**config.mk**
```make
export PLATFORM = sky130hd
export DESIGN_NAME = oam_dma_ctrl
export DESIGN_NICKNAME = d
export VERILOG_FILES = /design/src/rtl/oam_dma_ctrl.sv
export SDC_FILE = /design/constraint.sdc
export NUM_CORES = 1
export LEC_CHECK = 0
export CAP_MARGIN = 0
export CORE_MARGIN = 3
export CORE_UTILIZATION = 38
export DETAILED_ROUTE_END_ITERATION = 12
export GPL_TIMING_DRIVEN = 0
export PLACE_DENSITY_LB_ADDON = 0.15
export SLEW_MARGIN = 5
export SYNTH_ARGS = -nofsm -noshare
export SYNTH_HDL_FRONTEND = slang
export SYNTH_SLANG_ARGS = --single-unit
export TNS_END_PERCENT = 1
```
**constraint.sdc**
```tcl
create_clock -name clk -period 1.9 [get_ports clk]
set_input_delay 0.285 -clock clk [delete_from_list [all_inputs] [get_ports clk]]
set_output_delay 0.285 -clock clk [all_outputs]
set_load 0.005 [all_outputs]
```
**src/rtl/oam_dma_ctrl.sv**
```systemverilog
// OAM DMA engine and CPU/external-bus arbiter.
// The CPU keeps IO/HRAM access while a copy owns the external bus.
module oam_dma_ctrl #(
  parameter int OAM_LEN     = 160,
  parameter int START_DELAY = 1
) (
  input  logic        clk,
  input  logic        rst,
  input  logic [15:0] cpu_addr,
  input  logic [7:0]  cpu_wdata,
  input  logic        cpu_rd,
  input  logic        cpu_wr,
  output logic [7:0]  cpu_rdata,
  output logic [15:0] mem_addr,
  output logic [7:0]  mem_wdata,
  output logic        mem_rd,
  output logic        mem_wr,
  input  logic [7:0]  mem_rdata,
  output logic [7:0]  io_addr,
  output logic [7:0]  io_wdata,
  output logic        io_rd,
  output logic        io_wr,
  input  logic [7:0]  io_rdata,
  output logic [7:0]  oam_addr,
  output logic [7:0]  oam_wdata,
  output logic        oam_we,
  output logic        dma_active
);

  typedef enum logic [1:0] {
    IDLE, START, ACTIVE, DRAIN
  } state_t;

  typedef enum logic [2:0] {
    SRC_NONE, SRC_MEM, SRC_IO, SRC_REG, SRC_BLK
  } rsrc_t;

  localparam logic [7:0] LAST = 8'(OAM_LEN - 1);
  localparam logic [7:0] DLY0 = 8'(START_DELAY - 1);

  state_t     state;
  rsrc_t      rsrc;
  logic [7:0] src_page;
  logic [7:0] idx;
  logic [7:0] idx_prev;
  logic [7:0] dly;
  logic       rd_pend;

  logic is_reg;
  logic is_io;
  logic is_mem;
  logic bus_free;
  logic cpu_acc;

  assign is_reg   = cpu_addr == 16'hFF46;
  assign is_mem   = ~&cpu_addr[15:8];
  assign is_io    = !is_mem && !is_reg;
  assign bus_free = state == IDLE || state == START;
  assign cpu_acc  = cpu_rd || cpu_wr;

  always_comb begin
    mem_addr  = '0;
    mem_wdata = '0;
    mem_rd    = 1'b0;
    mem_wr    = 1'b0;
    unique case (1'b1)
      state == ACTIVE: begin
        mem_addr = {src_page, idx};
        mem_rd   = 1'b1;
      end
      bus_free && is_mem && cpu_acc: begin
        mem_addr  = cpu_addr;
        mem_wdata = cpu_wr ? cpu_wdata : 8'h00;
        mem_rd    = cpu_rd;
        mem_wr    = cpu_wr;
      end
      default: ;
    endcase
  end

  assign io_addr  = (is_io && cpu_acc) ? cpu_addr[7:0] : 8'h00;
  assign io_wdata = (is_io && cpu_wr) ? cpu_wdata : 8'h00;
  assign io_rd    = is_io && cpu_rd;
  assign io_wr    = is_io && cpu_wr;

  // Data returns one cycle after the DMA read that fetched it.
  assign oam_we    = rd_pend;
  assign oam_addr  = rd_pend ? idx_prev : 8'h00;
  assign oam_wdata = rd_pend ? mem_rdata : 8'h00;

  assign dma_active = state != IDLE;

  always_comb begin
    cpu_rdata = 8'h00;
    unique case (rsrc)
      SRC_MEM: cpu_rdata = mem_rdata;
      SRC_IO:  cpu_rdata = io_rdata;
      SRC_REG: cpu_rdata = src_page;
      SRC_BLK: cpu_rdata = 8'hFF;
      default: cpu_rdata = 8'h00;
    endcase
  end

  always_ff @(posedge clk) begin
    if (rst) begin
      state    <= IDLE;
      rsrc     <= SRC_NONE;
      src_page <= 8'h00;
      idx      <= 8'h00;
      idx_prev <= 8'h00;
      dly      <= 8'h00;
      rd_pend  <= 1'b0;
    end else begin
      rd_pend <= state == ACTIVE;
      if (state == ACTIVE) idx_prev <= idx;

      rsrc <= SRC_NONE;
      if (cpu_rd) begin
        if (is_reg)        rsrc <= SRC_REG;
        else if (is_io)    rsrc <= SRC_IO;
        else if (bus_free) rsrc <= SRC_MEM;
        else               rsrc <= SRC_BLK;
      end

      unique case (state)
        IDLE: ;
        START: begin
          if (dly == 8'h00) state <= ACTIVE;
          else              dly   <= dly - 8'h01;
        end
        ACTIVE: begin
          if (idx == LAST) state <= DRAIN;
          else             idx   <= idx + 8'h01;
        end
        DRAIN: state <= IDLE;
        default: state <= IDLE;
      endcase

      // A page write restarts from any state; it wins over the FSM step.
      if (cpu_wr && is_reg) begin
        src_page <= cpu_wdata;
        idx      <= 8'h00;
        dly      <= DLY0;
        state    <= START;
      end
    end
  end

endmodule

```
==> results of run 1 <==
==> cell usage in the layout (no fill, tap or decap), types with 5 or more instances in the layout <==
cell             instances
buf_2                   27
xor2_1                   7
nor2_1                  25
and2_1                  36
buf_6                   10
inv_1                    8
o21ai_1                  5
ha_1                     7
dlygate4sd2_1           16
a22o_1                  16
mux2i_1                  8
buf_4                   20
nand3_1                 10
o21ai_0                 15
clkdlybuf4s15_1         11
a21oi_1                 13
dfxtp_1                 30
a22oi_1                  5
nor3_1                   6
clkdlybuf4s50_1         44
clkbuf_8                 8
mux2_2                   8
clkbuf_2                13
==> final cells by class <==
cell class / count / area [sq um] / share of cell area
Buffer: 14 / 158.9 / 0.03948
Sequential cell: 38 / 780.7 / 0.1940
Timing Repair Buffer: 138 / 1139 / 0.2829
Multi-Input combinational cell: 229 / 1728 / 0.4293
Clock buffer: 7 / 76.32 / 0.01896
Tap cell: 75 / 93.84 / 0.02331
Inverter: 11 / 48.80 / 0.01212
==> worst paths after layout <==
kind / startpoint / endpoint
min: idx_prev[5] / idx_prev[5]
max reg2reg: dly[0] / state[0]
min reg2reg: idx_prev[5] / idx_prev[5]
max: state[1] / mem_addr[0]
==> power by group through the flow <==
stage                     logic, uW  registers, uW  clock network (uW)
after floorplan                 407            867                   0
after global placement          890            877                   0
after detailed placement        897            879                   0
after CTS                      1020            866                 537
after global routing           1120            879                 567
final                          1040            872                 528
==> flip-flops by register name, indices dropped and copies added, names as in the netlist <==
name and cells:
dly 8, state 2, rsrc 3, src_page 8, idx 8, idx_prev 8, oam_we 1
==> cell families (layout without fill, tap and decap cells) <==
logic type               Yosys count  count (layout)
adder cells (fa/ha/maj)           10              10
multiplexers                      16              16
flip-flops                        38              38
AO/OA/AOI/OAI                     74              74
buffers and inverters             29             170
XOR/XNOR                          10              10
AND/OR/NAND/NOR                  117             119
==> timing repair <==
action,4_1_cts,5_1_grt
endpoints found under the hold margin,0,0
endpoints found under the setup margin,77,64
resized for setup,240,37
cloned,2,0
pin swaps,24,11
buffers inserted,22,3
==> through the flow <==
stage | area [sq um] | std cells | util | total power, uW | hold WS (ns)
final | 4025 | 512 | 0.6528 | 2441 | 0.4620
after floorplan | 2517 | 294 | - | 1274 | 0.4340
after detailed placement | 3742 | 482 | 0.6069 | 1776 | 0.4532
after global routing | 4025 | 512 | 0.6528 | 2571 | 0.4960
after global placement | 3742 | 482 | 0.6069 | 1767 | 0.4499
after CTS | 4023 | 510 | 0.6524 | 2422 | 0.4609
==> metal layers <==
metal | track usage | vias to the layer above | wire length [um] | part of all wire
met3 | 0.04541 | 17 | 785 | 0.092
met2 | 0.3699 | 128 | 4060 | 0.47
met4 | 0.07252 | 0 | 182 | 0.021
met5 | 0 | - | 0 | 0
met1 | 0.2750 | 1316 | 3525 | 0.41
li1 | - | 1339 | - | -
==> worst min-delay path, stage by stage, from the launching register on <==
cell	delay, ns
dfxtp_1	0.31
nand2_1	0.06
a21oi_1	0.05
==> flow_summary.toml, run 1 <==
[worst_setup_path]
crit_path_end_kind = "output port"
start_kind = "flip-flop"
reg2regPathDepth = 7
crit_chain = "buf_4, ha_2, buf_6, buf_6, a22o_1, clkdlybuf4s15_1"
path_max_fanout = 10
cp.arrival_ns = 1.75
crit_slowest_cell = "dfxtp_4"
path_common_cell = "buf_6"
path_delay_family = "buffers and inverters"
required_ns = 1.62
rrSetupSlack_ns = 0.10
path_class = "flip-flop to output port"
path_buf_inv = 4
max_stage_delay_ns = 0.36
worstSetupPathDepth = 6

[power_and_ir_drop]
p_comb_frac = 0.427
pwr-share-seq = 0.357
p_sw_uw = 794.7
sw_frac_of_total = 0.3256
p_int_uw = 1646
p_per_area_nw_per_um2 = 606.5
vdd_ir_drop_max_mv = 0.3053
p_clk_frac = 0.216
p_leak_uw = 0.001751

[drt]
ant_nets = 0
drt_first_pass_iters = 4
via_count = 2800
vias_per_cell = 5.469
routedWlPerCell_um = 16.71
first_iter_violations = 85
drc = 0
drt-total-wl_mm = 8.553

[layout]
layout-drive-gt1-share = 0.3021
nFillCells = 532
diodes = 0
syn_to_final_growth_pct = 60.29
fin_nets = 491

[clocking]
cts_tree = "done"
numCtsBuffers = 5
htree_levels = 2
clk_pin_slew_worst_paths_ns = 0.08
clock_sinks = 38
hold_buffers = 0
clockBufferDepth = 2
clock-root-buffer = "clkbuf_8"
clkLatencyLatePin_ns = 0.29

[synthesis]
syn_area_sq_um = 2511
synth_top_area_cell = "dfxtp_1"
synthArstFlopShare = 0
avgSynthCellArea_sq_um = 8.541
yosys_warnings = 0
synth-simple-area-share = 0.2671
yosys-top-cells-area = "dfxtp_1 30%, and2_1 10%, a22o_1 5.6%"
ys_types = 51
ys_seq_area_frac = 0.3029
synth_top_area_share = 0.3029
yosys.cell_count.top_type = "and2_1"
synthXorXnorAreaFrac = 0.03488
synth_edf_count = 0
synth_cells = 294
synth_fa_ha_area_frac = 0.04983
synthTopCellsByCount = "40 x and2_1, 38 x dfxtp_1, 29 x nor2_1"
syn_nets = 348
ys.flop_type = "dfxtp_1"
muxShareOfSynthArea = 0.06776
synth_top_family_by_area = "simple AND/OR/NAND/NOR gates"
synth_compound_area_frac = 0.2088
synth-seq-cells = 38

[global_route]
grt_max_degree = 11
grt_pass1_vias = 2706
groute.usage.overall = 0.2187
grt_pass1_wl_mm = 13.35
antenna_found_initial = 0
overflow = 0

[floorplan]
dieArea_sq_um = 7620
start_util = 0.4073
io_pins = 114
fp.coreArea_sq_um = 6166
die_w_um = 87.29
die_height_um = 87.29
rows = 28

[min_path]
hp-class = "flip-flop to flip-flop"
hold_depth = 2

[outcome]
violations = "setup timing"
status = "finished, violations left"

[timing]
tns_ns = -1.900
setup_ws_ns = -0.1354
tightestPinTransition_ns = 0.4434
fin_crit_ns = 2.035
report.final.slew_viol_count = 0
max_freq_mhz = 491.3
fin_crit_sh = 1.071
slew_headroom = 0.7044
hold_violations = 0
finClkSkew_ns = 0.008221
rsz0062_at_grt = "yes"
setup_viol = 22

[place]
pre_cts_slack_ns = -1.163
gp_congestion = 0.8996
hpwl_mm = 5.992
numPortBuffers = 113

[run]
cap_violations = 0
No activity file was read; power rests on OpenSTA's default activity.
==> run 2: changes to the inputs <==
- CORE_UTILIZATION: 38 -> 35
- RECOVER_POWER: default -> 25
==> run 2 against run 1 <==
The run still ends with setup timing left; critical path depth increased by 2; cell area rose by 1.5%; utilization is 5.8 points lower; clock skew rose by 0.0013 ns; worst setup slack got worse by 0.0067 ns; sequential power about the same; via count decreased by 1.2%; die area up 8.0%; critical path type unchanged.
==> flow_summary.toml, run 2 (synthesis results as in run 1) <==
[power_and_ir_drop]
pwr-share-seq = 0.316
sw_frac_of_total = 0.2916
vdd_ir_drop_max_mv = 0.4480
p_int_uw = 1954
p_comb_frac = 0.376
p_per_area_nw_per_um2 = 675.3
p_sw_uw = 804.3
p_clk_frac = 0.308
p_leak_uw = 0.001787

[worst_setup_path]
crit_path_end_kind = "output port"
start_kind = "flip-flop"
max_stage_delay_ns = 0.39
path_buf_inv = 4
path_delay_family = "buffers and inverters"
path_max_fanout = 7
cp.arrival_ns = 1.76
crit_slowest_cell = "dfxtp_4"
crit_chain = "inv_6, ha_4, o22ai_4, nor2_4, buf_8, buf_6, a22o_1, buf_2"
path_class = "flip-flop to output port"
required_ns = 1.62

[layout]
layout_common_cells = "41 x clkdlybuf4s50_1, 37 x and2_1, 29 x dfxtp_1"
final_cell_area_sq_um = 4085
final_common_cell = "clkdlybuf4s50_1"
diodes = 0
fin_nets = 493
layout.cells.non_filler = 536
layout-drive-gt1-share = 0.3205
syn_to_final_growth_pct = 62.68

[run]
cap_violations = 0

[timing]
tightestPinTransition_ns = 0.4665
finClkSkew_ns = 0.009518
rsz0062_at_grt = "yes"
tns_ns = -1.186
hold_violations = 0
setup_viol = 24
max_freq_mhz = 489.7
fin_crit_ns = 2.042
setup_ws_ns = -0.1421
report.final.slew_viol_count = 0
fin_crit_sh = 1.075
slew_headroom = 0.6890

[global_route]
groute.usage.overall = 0.1985
grt_max_degree = 13
grt_pass1_wl_mm = 13.39
grt_pass1_vias = 2603
antenna_found_initial = 0
overflow = 0

[floorplan]
rows = 30
dieArea_sq_um = 8227
die_height_um = 90.71
fp.coreArea_sq_um = 6869
start_util = 0.3656
die_w_um = 90.71
io_pins = 114

[place]
numPortBuffers = 113
gp_congestion = 0.8649
dpl_cell_area_sq_um = 3769
pre_cts_slack_ns = -1.166
place_inst = 503
hpwl_mm = 6.100

[outcome]
status = "finished, violations left"
violations = "setup timing"

[clocking]
clock_sinks = 38
clockBufferDepth = 2
clkLatencyLatePin_ns = 0.29
cts_tree = "done"
hold_buffers = 0
clk_pin_slew_worst_paths_ns = 0.08
clock-root-buffer = "clkbuf_8"
numCtsBuffers = 5
htree_levels = 2

[drt]
drc = 0
ant_nets = 0
drt-total-wl_mm = 8.414
drt_first_pass_iters = 4
vias_per_cell = 5.160
via_count = 2766
routedWlPerCell_um = 15.70
first_iter_violations = 128

[min_path]
hp-class = "primary input to flip-flop"
## run 2: power groups by stage
stage | logic (uW) | clock network, uW | registers (uW)
5_1_grt | 1120 | 898 | 878
4_1_cts | 1020 | 868 | 869
2_1_floorplan | 407 | 0 | 867
3_5_place_dp | 898 | 0 | 880
6_report | 1040 | 850 | 871
3_3_place_gp | 890 | 0 | 880
## run 2: timing repair
action | 4_1_cts | 5_1_grt
setup endpoints to repair | 77 | 60
buffers inserted | 21 | 6
cloned | 2 | 0
pin swaps | 27 | 16
gates resized for setup | 219 | 59
## run 2: final timing paths
path	slack [ns]	depth (start not counted)	startpoint	endpoint
max reg2reg	0.08	7	dly[0]	state[0]
min	0.43	4	cpu_addr[13]	rsrc[1]
max	-0.14	8	state[0]	mem_addr[3]
min reg2reg	0.46	2	idx_prev[5]	idx_prev[5]
## run 2: per-layer routing
metal	vias to the layer above	global-route usage	share of wire
met2	111	0.3372	0.48
met4	0	0.04337	0.011
li1	1356	-	-
met3	8	0.05167	0.084
met1	1291	0.2513	0.43
met5	-	0	0
## run 2: metrics by stage
step / power, uW / utilization / hold WS, ns
floorplan: 1274 / - / 0.4340
global placement: 1770 / 0.5486 / 0.4548
detailed placement: 1779 / 0.5486 / 0.4564
CTS: 2754 / 0.5985 / 0.4668
global route: 2897 / 0.5947 / 0.4701
finish: 2759 / 0.5947 / 0.4290
## run 2: final cells by class
type	count	area [sq um]
well taps	96	120.1
clock inverters	2	60.06
flip-flops and latches	38	782.0
repair buffers	140	1115
clock buffers	6	82.58
plain buffers	14	148.9
multi-input cells	229	1728
fillers	641	2784
inverters	11	48.80
## run 2: worst reg2reg max path, delay by kind of cell (launching register included)
family / cells / cell delay [ns]
AND/OR/NAND/NOR: 2 / 0.69
flip-flops: 1 / 0.35
buffers and inverters: 2 / 0.27
AO/OA/AOI/OAI: 2 / 0.27
adder cells (fa/ha/maj): 1 / 0.13
